<file path="src/rtl/busca_instrucao.sv">
// Instruction-fetch stage: owns the PC, fetches words over a req/ack handshake and
// hands each word with its PC to decode over valid/ready, honouring branch/jump redirects.
module busca_instrucao #(
    localparam int unsigned XLEN = 32,
    parameter logic [XLEN-1:0] RESET_PC = 32'h0000_0000
) (
    input  logic            clk,
    input  logic            reset,
    output logic            imem_req,
    output logic [XLEN-1:0] imem_addr,
    input  logic            imem_ack,
    input  logic [XLEN-1:0] imem_rdata,
    input  logic            redirect,
    input  logic [XLEN-1:0] redirect_pc,
    output logic [XLEN-1:0] instr_out,
    output logic [XLEN-1:0] pc_out,
    output logic            instr_valid,
    input  logic            instr_ready,
    output logic            misalign_err,
    output logic [XLEN-1:0] fetch_count
);

    localparam logic [XLEN-1:0] PC_STEP = XLEN'(4);

    typedef enum logic [0:0] {
        REQ  = 1'b0,
        HOLD = 1'b1
    } state_t;

    state_t          state_q, state_d;
    logic [XLEN-1:0] pc_q, pc_d;
    logic [XLEN-1:0] pend_pc_q, pend_pc_d;
    logic            kill_q, kill_d;
    logic [XLEN-1:0] instr_d, pc_out_d, count_d;
    logic            req_d, valid_d, misalign_d;
    logic [XLEN-1:0] target;

    assign target    = {redirect_pc[XLEN-1:2], 2'b00};
    assign imem_addr = pc_q;

    // State and output registers
    always_ff @(posedge clk) begin
        if (reset) begin
            state_q      <= REQ;
            pc_q         <= RESET_PC;
            pend_pc_q    <= RESET_PC;
            kill_q       <= 1'b0;
            imem_req     <= 1'b1;
            instr_valid  <= 1'b0;
            instr_out    <= '0;
            pc_out       <= '0;
            misalign_err <= 1'b0;
            fetch_count  <= '0;
        end else begin
            state_q      <= state_d;
            pc_q         <= pc_d;
            pend_pc_q    <= pend_pc_d;
            kill_q       <= kill_d;
            imem_req     <= req_d;
            instr_valid  <= valid_d;
            instr_out    <= instr_d;
            pc_out       <= pc_out_d;
            misalign_err <= misalign_d;
            fetch_count  <= count_d;
        end
    end

    // Next-state and next-output logic
    always_comb begin
        state_d    = state_q;
        pc_d       = pc_q;
        pend_pc_d  = pend_pc_q;
        kill_d     = kill_q;
        instr_d    = instr_out;
        pc_out_d   = pc_out;
        count_d    = fetch_count;
        misalign_d = redirect && (redirect_pc[1:0] != 2'b00);

        case (state_q)
            REQ: begin
                if (imem_ack) begin
                    if (kill_q || redirect) begin
                        // Stale word: drop it and move the PC to the newest target.
                        kill_d = 1'b0;
                        pc_d   = redirect ? target : pend_pc_q;
                    end else begin
                        instr_d  = imem_rdata;
                        pc_out_d = pc_q;
                        state_d  = HOLD;
                    end
                end else if (redirect) begin
                    // Address must stay put until ack, so park the target.
                    kill_d    = 1'b1;
                    pend_pc_d = target;
                end
            end
            HOLD: begin
                if (redirect) begin
                    pc_d    = target;
                    state_d = REQ;
                    if (instr_ready) begin
                        count_d = fetch_count + XLEN'(1);
                    end
                end else if (instr_ready) begin
                    count_d = fetch_count + XLEN'(1);
                    pc_d    = pc_q + PC_STEP;
                    state_d = REQ;
                end
            end
            default: begin
                state_d = REQ;
            end
        endcase

        req_d   = (state_d == REQ);
        valid_d = (state_d == HOLD);
    end

endmodule

</file>
<file path="config.mk">
export PLATFORM = sky130hd
export DESIGN_NAME = busca_instrucao
export DESIGN_NICKNAME = d
export VERILOG_FILES = /design/src/rtl/busca_instrucao.sv
export SDC_FILE = /design/constraint.sdc
export NUM_CORES = 1
export LEC_CHECK = 0
export BUFFER_PORTS_ARGS = -buffer_cell sky130_fd_sc_hd__buf_4
export CAP_MARGIN = 10
export CELL_PAD_IN_SITES_DETAIL_PLACEMENT = 1
export CELL_PAD_IN_SITES_GLOBAL_PLACEMENT = 1
export CORE_ASPECT_RATIO = 0.7
export CORE_MARGIN = 3
export CORE_UTILIZATION = 37
export DETAILED_ROUTE_END_ITERATION = 16
export PLACE_DENSITY = 0.82
export SYNTH_ARGS = -nofsm -noshare
export SYNTH_HDL_FRONTEND = slang
export SYNTH_SLANG_ARGS = --single-unit
export TNS_END_PERCENT = 100
</file>
<file path="constraint.sdc">
create_clock -name clk -period 2.6 [get_ports clk]
set_clock_uncertainty 0.05 [all_clocks]
set_input_delay 0.52 -clock clk [delete_from_list [all_inputs] [get_ports clk]]
set_output_delay 0.52 -clock clk [all_outputs]
set_load 0.05 [all_outputs]
</file>
==> metrics.txt <==
# TYPE chip_impl_metric gauge
chip_impl_metric{name="die_height",unit="microns"} 122
chip_impl_metric{name="port-buffer-count",unit=""} 199
chip_impl_metric{name="grt_pass1_wl",unit="mm"} 39.1
chip_impl_metric{name="postCtsSetupRepairBufs",unit=""} 0
chip_impl_info{name="layout_common_cells",value="sky130_fd_sc_hd__nand2_1 (233), sky130_fd_sc_hd__buf_4 (228), sky130_fd_sc_hd__dfxtp_1 (164)"} 1
chip_impl_metric{name="synth.lib_cells_used.distinct",unit=""} 51
chip_impl_metric{name="timing.max_slew.rel_slack",unit="%"} 60.1
chip_impl_metric{name="grt_antenna_before_repair",unit=""} 0
chip_impl_metric{name="remaining_drc_errors",unit=""} 0
chip_impl_metric{name="clockBufferDepth",unit=""} 2
chip_impl_metric{name="multi_input_comb_area",unit="sq um"} 3600
chip_impl_info{name="rsz_0062_raised_after_global_routing",value="false"} 1
chip_impl_metric{name="proportion_of_layout_cells_with_a_drive_suffix_above_1",unit="%"} 24.2
chip_impl_metric{name="cts_buffers",unit=""} 17
chip_impl_metric{name="synth.yosys.warnings",unit=""} 0
chip_impl_info{name="holdCritPathClass",value="input port to flip-flop"} 1
chip_impl_metric{name="via_count",unit=""} 7295
chip_impl_metric{name="peakVddDrop",unit="mV"} 0.333
chip_impl_metric{name="ys_seq_elements",unit=""} 164
chip_impl_metric{name="power_density",unit="nW/um^2"} 624
chip_impl_metric{name="synth.cell_area",unit="sq um"} 7170
chip_impl_metric{name="routed_wire_length_per_instance",unit="microns"} 17.9
chip_impl_metric{name="synthesis.nets",unit=""} 1003
chip_impl_metric{name="cts.repair.resized",unit=""} 0
chip_impl_metric{name="fmax",unit="MHz"} 428
chip_impl_metric{name="final_hold_viol_count",unit=""} 0
chip_impl_metric{name="antenna_left",unit=""} 0
chip_impl_metric{name="timing.setup.tns",unit="ps"} 0
chip_impl_metric{name="die_area",unit="sq um"} 21100
chip_impl_info{name="dominantRegCellSynth",value="sky130_fd_sc_hd__dfxtp_1"} 1
chip_impl_metric{name="drv_slew",unit=""} 0
chip_impl_metric{name="finalWirelength",unit="mm"} 24.7
chip_impl_metric{name="synth_compound_area_share",unit="%"} 17.8
chip_impl_metric{name="synth_simple_gate_area_share",unit="%"} 26.9
chip_impl_metric{name="post-dp-hpwl",unit="mm"} 17.3
chip_impl_metric{name="clk_pin_slew",unit="ps"} 70
chip_impl_info{name="startpoint_type",value="flip-flop"} 1
chip_impl_metric{name="synth-xor-area-share",unit="%"} 3.30
chip_impl_metric{name="cts_sinks",unit=""} 164
chip_impl_metric{name="crit_path_max_fanout",unit=""} 9
chip_impl_info{name="cts_tree",value="yes"} 1
chip_impl_metric{name="global_route.usage.total",unit="%"} 23.4
chip_impl_metric{name="finalSetupViolCount",unit=""} 0
chip_impl_metric{name="placeableCoreArea",unit="sq um"} 18500
chip_impl_metric{name="vias_per_cell",unit=""} 5.27
chip_impl_metric{name="nFillCells",unit=""} 2249
chip_impl_info{name="cell_chosen_for_the_clock_root",value="sky130_fd_sc_hd__clkbuf_16"} 1
chip_impl_info{name="synth_top_family_by_area",value="simple AND/OR/NAND/NOR gates"} 1
chip_impl_metric{name="seq_area",unit="sq um"} 3280
chip_impl_metric{name="overflow",unit=""} 0
chip_impl_metric{name="initial_standard_cell_utilization_of_the_core",unit="%"} 38.7
chip_impl_metric{name="gate_count_of_the_mapped_netlist",unit=""} 932
chip_impl_metric{name="grt_pass1_vias",unit=""} 7332
chip_impl_metric{name="drt_iter0_drc",unit=""} 420
chip_impl_metric{name="gpl.final_weighted_congestion",unit=""} 0.815
chip_impl_metric{name="grt_start_max_net_pins",unit=""} 134
chip_impl_metric{name="adder_cell_fraction_of_synth_area",unit="%"} 0.349
chip_impl_metric{name="flow.area_growth_from_synthesis",unit="%"} 34.1
chip_impl_info{name="status",value="completed"} 1
chip_impl_metric{name="synth_mux_area_share",unit="%"} 1.54
chip_impl_metric{name="tightestPinTransition",unit="ps"} 599
chip_impl_metric{name="timing.final.crit_share",unit="%"} 89.9
chip_impl_metric{name="max_cap_violations",unit=""} 0
chip_impl_metric{name="worst_ep_arrival_time",unit="ps"} 2660
chip_impl_metric{name="post_cts_hold_buffer_count",unit=""} 0
chip_impl_metric{name="final_net_count",unit=""} 1185
chip_impl_info{name="setup_crit_path_kind",value="flip-flop to flip-flop"} 1
chip_impl_metric{name="required",unit="ps"} 2920
chip_impl_metric{name="clk-insertion-delay-late",unit="ps"} 420
chip_impl_metric{name="cts-htree-levels",unit=""} 4
chip_impl_metric{name="syn-mean-instance-area",unit="sq um"} 7.69
chip_impl_info{name="worst_setup_path_end_kind",value="flip-flop"} 1
chip_impl_metric{name="synth-async-reset-ratio",unit="%"} 0
chip_impl_metric{name="synth-edff-count",unit=""} 0
chip_impl_metric{name="static-leakage-power",unit="nW"} 3.71
chip_impl_metric{name="yosysSeqAreaShare",unit="%"} 45.8
chip_impl_metric{name="post-route-min-period",unit="ps"} 2340
chip_impl_metric{name="drt-pass1-iter-count",unit=""} 5
chip_impl_info{name="layout_commonest_cell",value="sky130_fd_sc_hd__nand2_1"} 1
chip_impl_metric{name="antennaDiodeCount",unit=""} 0
chip_impl_metric{name="fin_total_pwr",unit="mW"} 6.00
chip_impl_metric{name="fp.dieW",unit="microns"} 172
chip_impl_metric{name="rows",unit=""} 41
chip_impl_metric{name="io_pins",unit=""} 200
-- logic make-up (layout without fill, tap and decap cells) --
group | after synthesis | count (layout)
muxes | 11 | 11
DFF | 164 | 164
AOI/OAI and AO/OA | 223 | 223
buffers and inverters | 80 | 275
xor gates and xnor gates | 27 | 27
and+or+nand+nor | 425 | 425
adders and majority gates | 2 | 2
-- critical path, cell delays in order (launching register included) --
cell and delay [ps]:
sky130_fd_sc_hd__dfxtp_1 490, sky130_fd_sc_hd__nand3_1 200, sky130_fd_sc_hd__or3_1 570, sky130_fd_sc_hd__or4_1 540, sky130_fd_sc_hd__a221oi_1 290, sky130_fd_sc_hd__a31o_2 140
-- registers in the layout (all words and copies together) (netlist names) --
signal        count
fetch_count      32
imem_addr        32
instr_out        32
pc_out           32
pend_pc_q        32
imem_req          1
kill_q            1
misalign_err      1
state_q           1
-- Yosys cell counts (8+ instances only) --
master	number	share of area, %
sky130_fd_sc_hd__mux2i_1	11	1.5
sky130_fd_sc_hd__and3_1	16	1.4
sky130_fd_sc_hd__nor3_1	20	1.4
sky130_fd_sc_hd__nand3_1	24	1.7
sky130_fd_sc_hd__nor3b_1	14	1.5
sky130_fd_sc_hd__dfxtp_1	164	46
sky130_fd_sc_hd__o22ai_1	10	0.87
sky130_fd_sc_hd__nor2_1	63	3.3
sky130_fd_sc_hd__buf_1	9	0.47
sky130_fd_sc_hd__nand2_1	233	12
sky130_fd_sc_hd__clkbuf_1	56	2.9
sky130_fd_sc_hd__nor4_1	11	0.96
sky130_fd_sc_hd__xnor2_1	22	2.7
sky130_fd_sc_hd__and4_1	8	0.98
sky130_fd_sc_hd__a21oi_1	149	10
sky130_fd_sc_hd__nand4_1	9	0.79
sky130_fd_sc_hd__inv_1	12	0.63
sky130_fd_sc_hd__o21ai_0	22	1.5
-- final timing paths --
path,from,to,slack (ps),cells after the start
worst max-delay path,imem_addr[15],imem_addr[19],260,5
worst min register to register,pend_pc_q[21],pend_pc_q[21],400,2
worst min-delay path,imem_rdata[26],instr_out[26],290,3
worst max register to register,imem_addr[15],imem_addr[19],260,5
-- power breakdown --
group	internal [mW]	total [mW]	switching, mW
clock network	1.45	2.53	1.08
logic	0.272	0.812	0.540
registers	2.59	2.66	0.0651
total	4.31	6.00	1.69
-- metal layers --
layer	GRT usage, %	share of wire, %
met5	0	0
met4	5.78	1.1
met3	8.37	8.1
met2	35.8	44
met1	31.5	46
-- stage by stage --
step / setup WS [ps] / std cells / area [sq um] / hold WS (ps) / util [%]
after floorplan: 140 / 932 / 7170 / 382 / -
after global placement: 308 / 1353 / 9020 / 388 / 48.7
after detailed placement: 239 / 1353 / 9020 / 393 / 48.7
after CTS: 281 / 1385 / 9610 / 270 / 51.9
after global routing: 112 / 1385 / 9610 / 284 / 51.9
final: 263 / 1385 / 9610 / 291 / 51.9
-- area by class of cell --
| cell class | instances | area share (%) |
|---|---|---|
| well taps | 258 | 3.36 |
| inverters | 12 | 0.469 |
| clock inverters | 14 | 1.55 |
| clock buffers | 18 | 4.57 |
| multi-input cells | 688 | 37.5 |
| flip-flops and latches | 164 | 34.2 |
| repair buffers | 231 | 18.4 |
Note: power is estimated with default switching activity, not from simulation.
